===== src/rtl/passcode_controller.sv =====
// rtl/passcode_controller.sv - keypad sequencer for the door-lock state manager
//
// Collects BCD digit keys into an entry buffer, checks the entry against a
// stored passcode on star, re-programs the passcode in the manager's reset
// state and runs the timed lockout in the manager's lock state.
//
// Optional feature macro: AUTO_TIMEOUT_EN
//   defined   - an inactivity counter abandons a partial entry after
//               TIMEOUT_CYCLES cycles without a key
//   undefined - no inactivity counter; a partial entry persists
//
// Ports:
//   clk            in   system clock, rising edge
//   reset_n        in   synchronous active-low reset
//   key_valid      in   one-cycle strobe qualifying key_code
//   key_code[3:0]  in   0-9 digit, 10 star (submit), 11 hash (clear), 12-15 ignored
//   lock_state[2:0] in  manager state: 000 off, 001 on, 010 wrong1, 011 wrong2,
//                       100 answer, 101 reset, 111 lock
//   star_pulse     out  one-cycle pulse to manager is_star_pressed
//   correct        out  one-cycle pulse to manager correct
//   initialize     out  one-cycle pulse to manager initialize
//   entry_count[3:0] out digits currently buffered, saturates at PW_LEN
//   lockout_active out  high while the lockout timer runs
//   pw_updated     out  one-cycle pulse when a new passcode is stored

module passcode_controller #(
    parameter int          PW_LEN         = 4,
    parameter logic [31:0] DEFAULT_PW     = 32'h0000_1234,
    parameter int          LOCK_CYCLES    = 1000,
    parameter int          TIMEOUT_CYCLES = 500
) (
    input  logic       clk,
    input  logic       reset_n,
    input  logic       key_valid,
    input  logic [3:0] key_code,
    input  logic [2:0] lock_state,
    output logic       star_pulse,
    output logic       correct,
    output logic       initialize,
    output logic [3:0] entry_count,
    output logic       lockout_active,
    output logic       pw_updated
);

    localparam int BW = PW_LEN * 4;

    typedef enum logic [2:0] {
        S_IDLE,
        S_COLLECT,
        S_CHECK,
        S_PROGRAM,
        S_LOCKOUT
    } state_t;

    state_t        state;
    logic [BW-1:0] buffer;
    logic [BW-1:0] stored;
    logic [3:0]    count;
    logic          overflow;
    logic [31:0]   lock_timer;

    logic is_digit;
    logic is_star;
    logic is_hash;
    logic entry_ok;
    logic full;
    logic leave_entry;

    assign is_digit = key_valid && (key_code <= 4'd9);
    assign is_star  = key_valid && (key_code == 4'd10);
    assign is_hash  = key_valid && (key_code == 4'd11);
    assign entry_ok = (lock_state == 3'b001) || (lock_state == 3'b010) ||
                      (lock_state == 3'b011);
    assign full     = (count == 4'(PW_LEN));
    // COLLECT is only valid in the on/wrong states, PROGRAM only in reset.
    assign leave_entry = (state == S_PROGRAM) ? (lock_state != 3'b101) : !entry_ok;

    assign entry_count = count;

`ifdef AUTO_TIMEOUT_EN
    logic [31:0] idle_cnt;
    logic        idle_expired;
    assign idle_expired = !key_valid && (idle_cnt == 32'(TIMEOUT_CYCLES - 1));
`else
    logic unused_timeout_param;
    assign unused_timeout_param = (TIMEOUT_CYCLES != 0);
`endif

    always_ff @(posedge clk) begin
        if (!reset_n) begin
            state          <= S_IDLE;
            buffer         <= '0;
            stored         <= DEFAULT_PW[BW-1:0];
            count          <= '0;
            overflow       <= 1'b0;
            lock_timer     <= '0;
            star_pulse     <= 1'b0;
            correct        <= 1'b0;
            initialize     <= 1'b0;
            lockout_active <= 1'b0;
            pw_updated     <= 1'b0;
`ifdef AUTO_TIMEOUT_EN
            idle_cnt       <= '0;
`endif
        end else begin
            // Pulses are asserted for exactly one cycle by the branches below.
            star_pulse <= 1'b0;
            correct    <= 1'b0;
            initialize <= 1'b0;
            pw_updated <= 1'b0;

            case (state)
                S_IDLE: begin
`ifdef AUTO_TIMEOUT_EN
                    idle_cnt <= '0;
`endif
                    if (lock_state == 3'b111) begin
                        state          <= S_LOCKOUT;
                        lock_timer     <= 32'(LOCK_CYCLES - 1);
                        lockout_active <= 1'b1;
                    end else if (lock_state == 3'b101) begin
                        state <= S_PROGRAM;
                    end else if (entry_ok && is_digit) begin
                        buffer <= {buffer[BW-5:0], key_code};
                        count  <= 4'd1;
                        state  <= S_COLLECT;
                    end
                end

                S_COLLECT, S_PROGRAM: begin
`ifdef AUTO_TIMEOUT_EN
                    idle_cnt <= key_valid ? 32'd0 : idle_cnt + 32'd1;
`endif
                    if (leave_entry) begin
                        buffer   <= '0;
                        count    <= '0;
                        overflow <= 1'b0;
                        state    <= S_IDLE;
                    end else if (is_digit) begin
                        if (!full) begin
                            buffer <= {buffer[BW-5:0], key_code};
                            count  <= count + 4'd1;
                        end else begin
                            overflow <= 1'b1;
                        end
                    end else if (is_hash) begin
                        buffer   <= '0;
                        count    <= '0;
                        overflow <= 1'b0;
                        if (state == S_COLLECT) begin
                            state <= S_IDLE;
                        end
                    end else if (is_star) begin
                        if (state == S_COLLECT) begin
                            // Entry is kept intact for the comparison in CHECK.
                            state <= S_CHECK;
                        end else begin
                            if (full && !overflow) begin
                                stored     <= buffer;
                                pw_updated <= 1'b1;
                                initialize <= 1'b1;
                            end
                            buffer   <= '0;
                            count    <= '0;
                            overflow <= 1'b0;
                            state    <= S_IDLE;
                        end
`ifdef AUTO_TIMEOUT_EN
                    end else if (idle_expired) begin
                        buffer   <= '0;
                        count    <= '0;
                        overflow <= 1'b0;
                        state    <= S_IDLE;
`endif
                    end
                end

                S_CHECK: begin
                    star_pulse <= 1'b1;
                    correct    <= full && !overflow && (buffer == stored);
                    buffer     <= '0;
                    count      <= '0;
                    overflow   <= 1'b0;
                    state      <= S_IDLE;
                end

                S_LOCKOUT: begin
                    if (lock_state != 3'b111) begin
                        lockout_active <= 1'b0;
                        state          <= S_IDLE;
                    end else if (lock_timer == 32'd0) begin
                        initialize     <= 1'b1;
                        lockout_active <= 1'b0;
                        state          <= S_IDLE;
                    end else begin
                        lock_timer <= lock_timer - 32'd1;
                    end
                end

                default: state <= S_IDLE;
            endcase
        end
    end

endmodule


===== config.mk =====
export PLATFORM = sky130hd
export DESIGN_NAME = passcode_controller
export DESIGN_NICKNAME = d
export VERILOG_FILES = /design/src/rtl/passcode_controller.sv
export SDC_FILE = /design/constraint.sdc
export NUM_CORES = 1
export LEC_CHECK = 0
export BUFFER_PORTS_ARGS = -buffer_cell sky130_fd_sc_hd__buf_2
export CORE_MARGIN = 10
export CORE_UTILIZATION = 30
export CTS_CLUSTER_SIZE = 16
export DETAILED_ROUTE_END_ITERATION = 12
export GPL_ROUTABILITY_DRIVEN = 0
export SYNTH_ARGS = -nofsm -noshare
export SYNTH_HDL_FRONTEND = slang
export SYNTH_SLANG_ARGS = --single-unit

===== constraint.sdc =====
create_clock -name clk -period 1.98 [get_ports clk]
set_clock_uncertainty 0.05 [all_clocks]
set_input_delay 0.297 -clock clk [delete_from_list [all_inputs] [get_ports clk]]
set_output_delay 0.297 -clock clk [all_outputs]
set_load 0.01 [all_outputs]

==> qor.txt <==
CTS Buf Count -> 9
Total area of sequential cells -> 1550 um2
Die Height -> 134 um
DR WL/cell -> 14.9 um
Area of the multi-input gates -> 2430 um2
Post-Synthesis Cells -> 447
Critical R2R Launch -> lock_timer[7]
H-tree depth -> 3
CTS max path bufs -> 2
Required time worst endpoint -> 2200 ps
TritonCTS clock tree -> yes
Die area -> 18100 um2
Count of input and output buffers -> 18
Largest net degree at the start of global routing -> 48
Initial Util -> 0.309
Rel. slew slack -> 0.576
Mapped cell area -> 3930 um2
CP Cell Sequence -> nor4_4, buf_4, buf_12, and4_4, o211ai_4, or4_1, a21oi_1
Worst path max stage delay -> 480 ps
Hold_sp -> key_code[2]
Prevailing post-synth register cell -> dfxtp_1
Final setup margin -> -58.6 ps
Global-route wire length before repair -> 16.9 mm
P_int -> 0.00355 W
Area Growth Syn to Fin -> 36.4%
Via/cell ratio -> 5.15
GR Util met2 -> 0.192
Warnings, synthesis -> 0
Met1 usage -> 0.136
Slew Limit Fails -> 0
Synth Register Bits -> 77
Fill count -> 1262
RSZ-0062 raised after global routing -> yes
Sink Count -> 77
Final period utilization -> 1.03
Dpl hpwl -> 7.18 mm
Worst-Skew Late Latency -> 340 ps
Rows -> 41
Clock-pin slew on the worst setup and hold paths -> 60 ps
Worst slew pin tran -> 627 ps
Switching power -> 0.00165 W
Outcome -> complete, but fails checks
Worst path arrival time -> 2260 ps
Die width -> 134 um
Post-synth EDFFs -> 0
Antenna diodes -> 0
Avg Cell Area, Syn -> 8.79 um2
Pwr Density -> 972 nW/um2
Seq pwr share -> 0.334
Hold WS -> 215 ps
Placed instance area -> 4680 um2
Total gr overflow -> 0
I/O pins -> 19
Setup TNS -> -178 ps
Root Driver -> clkbuf_16
CP startpoint -> lock_timer[7]
CP endpoint kind -> flip-flop
Hold Violations, Final -> 0
Max cap viols -> 0
Busiest layer in global routing -> met2
Syn Nets -> 461
Area of the core -> 12700 um2
Comb pwr share -> 0.350
Final Cell Area -> 5360 um2
Layout cells sized above 1 -> 0.316
Drt pass-1 iters -> 5
DR DRC count -> 0
DR vias -> 3685
Flop-to-flop setup slack -> -60 ps
Clk network pwr share -> 0.316
Post-synth cell types -> 64
Leak pwr -> 2.23 nW
GR Layer Usage met3 -> 0.0325
Total length of routed wires -> 10.6 mm
Number of global-route vias before repair -> 3492
Hold crit path type -> in2reg
Post-DRT Antenna Nets -> 0
Worst Setup Start Kind -> flip-flop
Iter 0 DRT Violations -> 246
Worst-path fanout max -> 6
Ys async rst share -> 0
GRT Util Overall -> 0.115
Fin crit period -> 2040 ps
Nets -> 553
Maximum VDD drop -> 0.593 mV
Failing checks -> setup timing
Initial antenna violation count -> 0
Total power -> 0.00521 W
Max stage delay cell, worst path -> or4_1
Switch share -> 0.317
Critical Setup Path Class -> reg2reg
Seq/Total Area, Yosys -> 0.392
Max Fclk -> 491 MHz
Setup violators final -> 11
==> worst paths after layout <==
check	to	cells past startpoint
max	lock_timer[31]	7
min reg2reg	lock_timer[20]	2
min	buffer[2]	3
max reg2reg	lock_timer[31]	7
==> per-layer routing <==
| metal | routed length, um | vias to the layer above |
|---|---|---|
| met2 | 5160 | 69 |
| met3 | 445 | 16 |
| met5 | 0 | - |
| met4 | 184 | 0 |
| li1 | - | 1846 |
| met1 | 4850 | 1754 |
==> sequential cells by signal, summed over array words and instances (netlist names) <==
signal,cells
buffer,16
correct,1
entry_count,4
initialize,1
lock_timer,32
lockout_active,1
overflow,1
pw_updated,1
star_pulse,1
state,3
stored,16
==> cell families (layout without fill, tap and decap cells) <==
| logic type | after synthesis | after routing | synth area share |
|---|---|---|---|
| adders and majority gates | 4 | 4 | 0.0127 |
| xor gates and xnor gates | 19 | 19 | 0.0424 |
| buffers and inverters | 34 | 131 | 0.0373 |
| DFF | 77 | 77 | 0.392 |
| AOI/OAI and AO/OA | 87 | 87 | 0.151 |
| muxes | 36 | 36 | 0.0918 |
| and+or+nand+nor | 190 | 190 | 0.272 |
==> power groups by stage <==
| stage | clock network (W) | logic (W) | registers [W] |
|---|---|---|---|
| 6_report | 0.00164 | 0.00182 | 0.00174 |
| 3_3_place_gp | 0 | 0.00139 | 0.00176 |
| 5_1_grt | 0.00173 | 0.00198 | 0.00175 |
| 2_1_floorplan | 0 | 0.000776 | 0.00176 |
| 4_1_cts | 0.00167 | 0.00146 | 0.00173 |
| 3_5_place_dp | 0 | 0.00141 | 0.00176 |
==> layout make-up <==
class	instances	area share
Clock inverter	4	0.00888
Sequential cell	77	0.290
Tap cell	172	0.0402
Multi-Input combinational cell	336	0.453
Clock buffer	12	0.0460
Timing Repair Buffer	101	0.152
Inverter	14	0.00981
==> per-stage QoR <==
step	utilization	instances	worst slack, ps
floorplan	-	447	17.9
global placement	0.368	684	-86.8
detailed placement	0.368	684	-96.0
CTS	0.395	703	-30.0
global route	0.421	716	-160
finish	0.421	716	-58.6
==> synthesized netlist by cell type, types with 4 or more instances <==
library cell / number / share of area
a21oi_1: 26 / 0.033
a31oi_1: 5 / 0.0080
and3_1: 6 / 0.0096
clkbuf_1: 13 / 0.012
dfxtp_1: 77 / 0.39
ha_1: 4 / 0.013
inv_1: 14 / 0.013
mux2i_1: 36 / 0.092
nand2_1: 39 / 0.037
nand3_1: 28 / 0.036
nand4_1: 9 / 0.014
nor2_1: 33 / 0.032
nor3_1: 13 / 0.017
nor4_1: 7 / 0.011
o21ai_0: 13 / 0.017
o31ai_1: 14 / 0.027
or3_1: 5 / 0.0080
or4_1: 12 / 0.023
xnor2_1: 8 / 0.018
xor2_1: 11 / 0.025
==> critical path, delay by kind of cell (launching register included) <==
family,cells,cell delay (ps)
AO/OA/AOI/OAI,2,260
buffers and inverters,2,290
flip-flops,1,340
AND/OR/NAND/NOR,3,1040
==> cell usage in the layout, fill, tap and decap left out, types with 3 or more instances in the layout <==
cell       instances
dfxtp_1           69
buf_4             67
nand2_1           38
mux2i_1           35
nor2_1            32
nand3_1           27
a21oi_1           19
buf_2             19
inv_1             14
o31ai_1           14
or4_1             11
xor2_1            11
o21ai_0           11
clkbuf_16         10
buf_6             10
nand4_1            9
nor3_1             8
xnor2_1            8
dfxtp_2            8
a21oi_2            7
nor4_1             6
and3_1             6
nor3_2             5
a31oi_1            5
or3_1              4
o21ai_1            4
ha_1               4
buf_12             4
nor4_2             3
nand2b_1           3
or3_4              3
or2_2              3
and2_1             3
o311a_1            3
nand3b_1           3
==> timing repair <==
action | CTS | global route
buffers inserted | 3 | 11
endpoints found under the setup margin | 16 | 38
pin swaps | 2 | 16
gates cloned | 0 | 2
gates resized for setup | 9 | 50
hold buffers | 0 | 0
No activity file was read; power rests on OpenSTA's default activity.
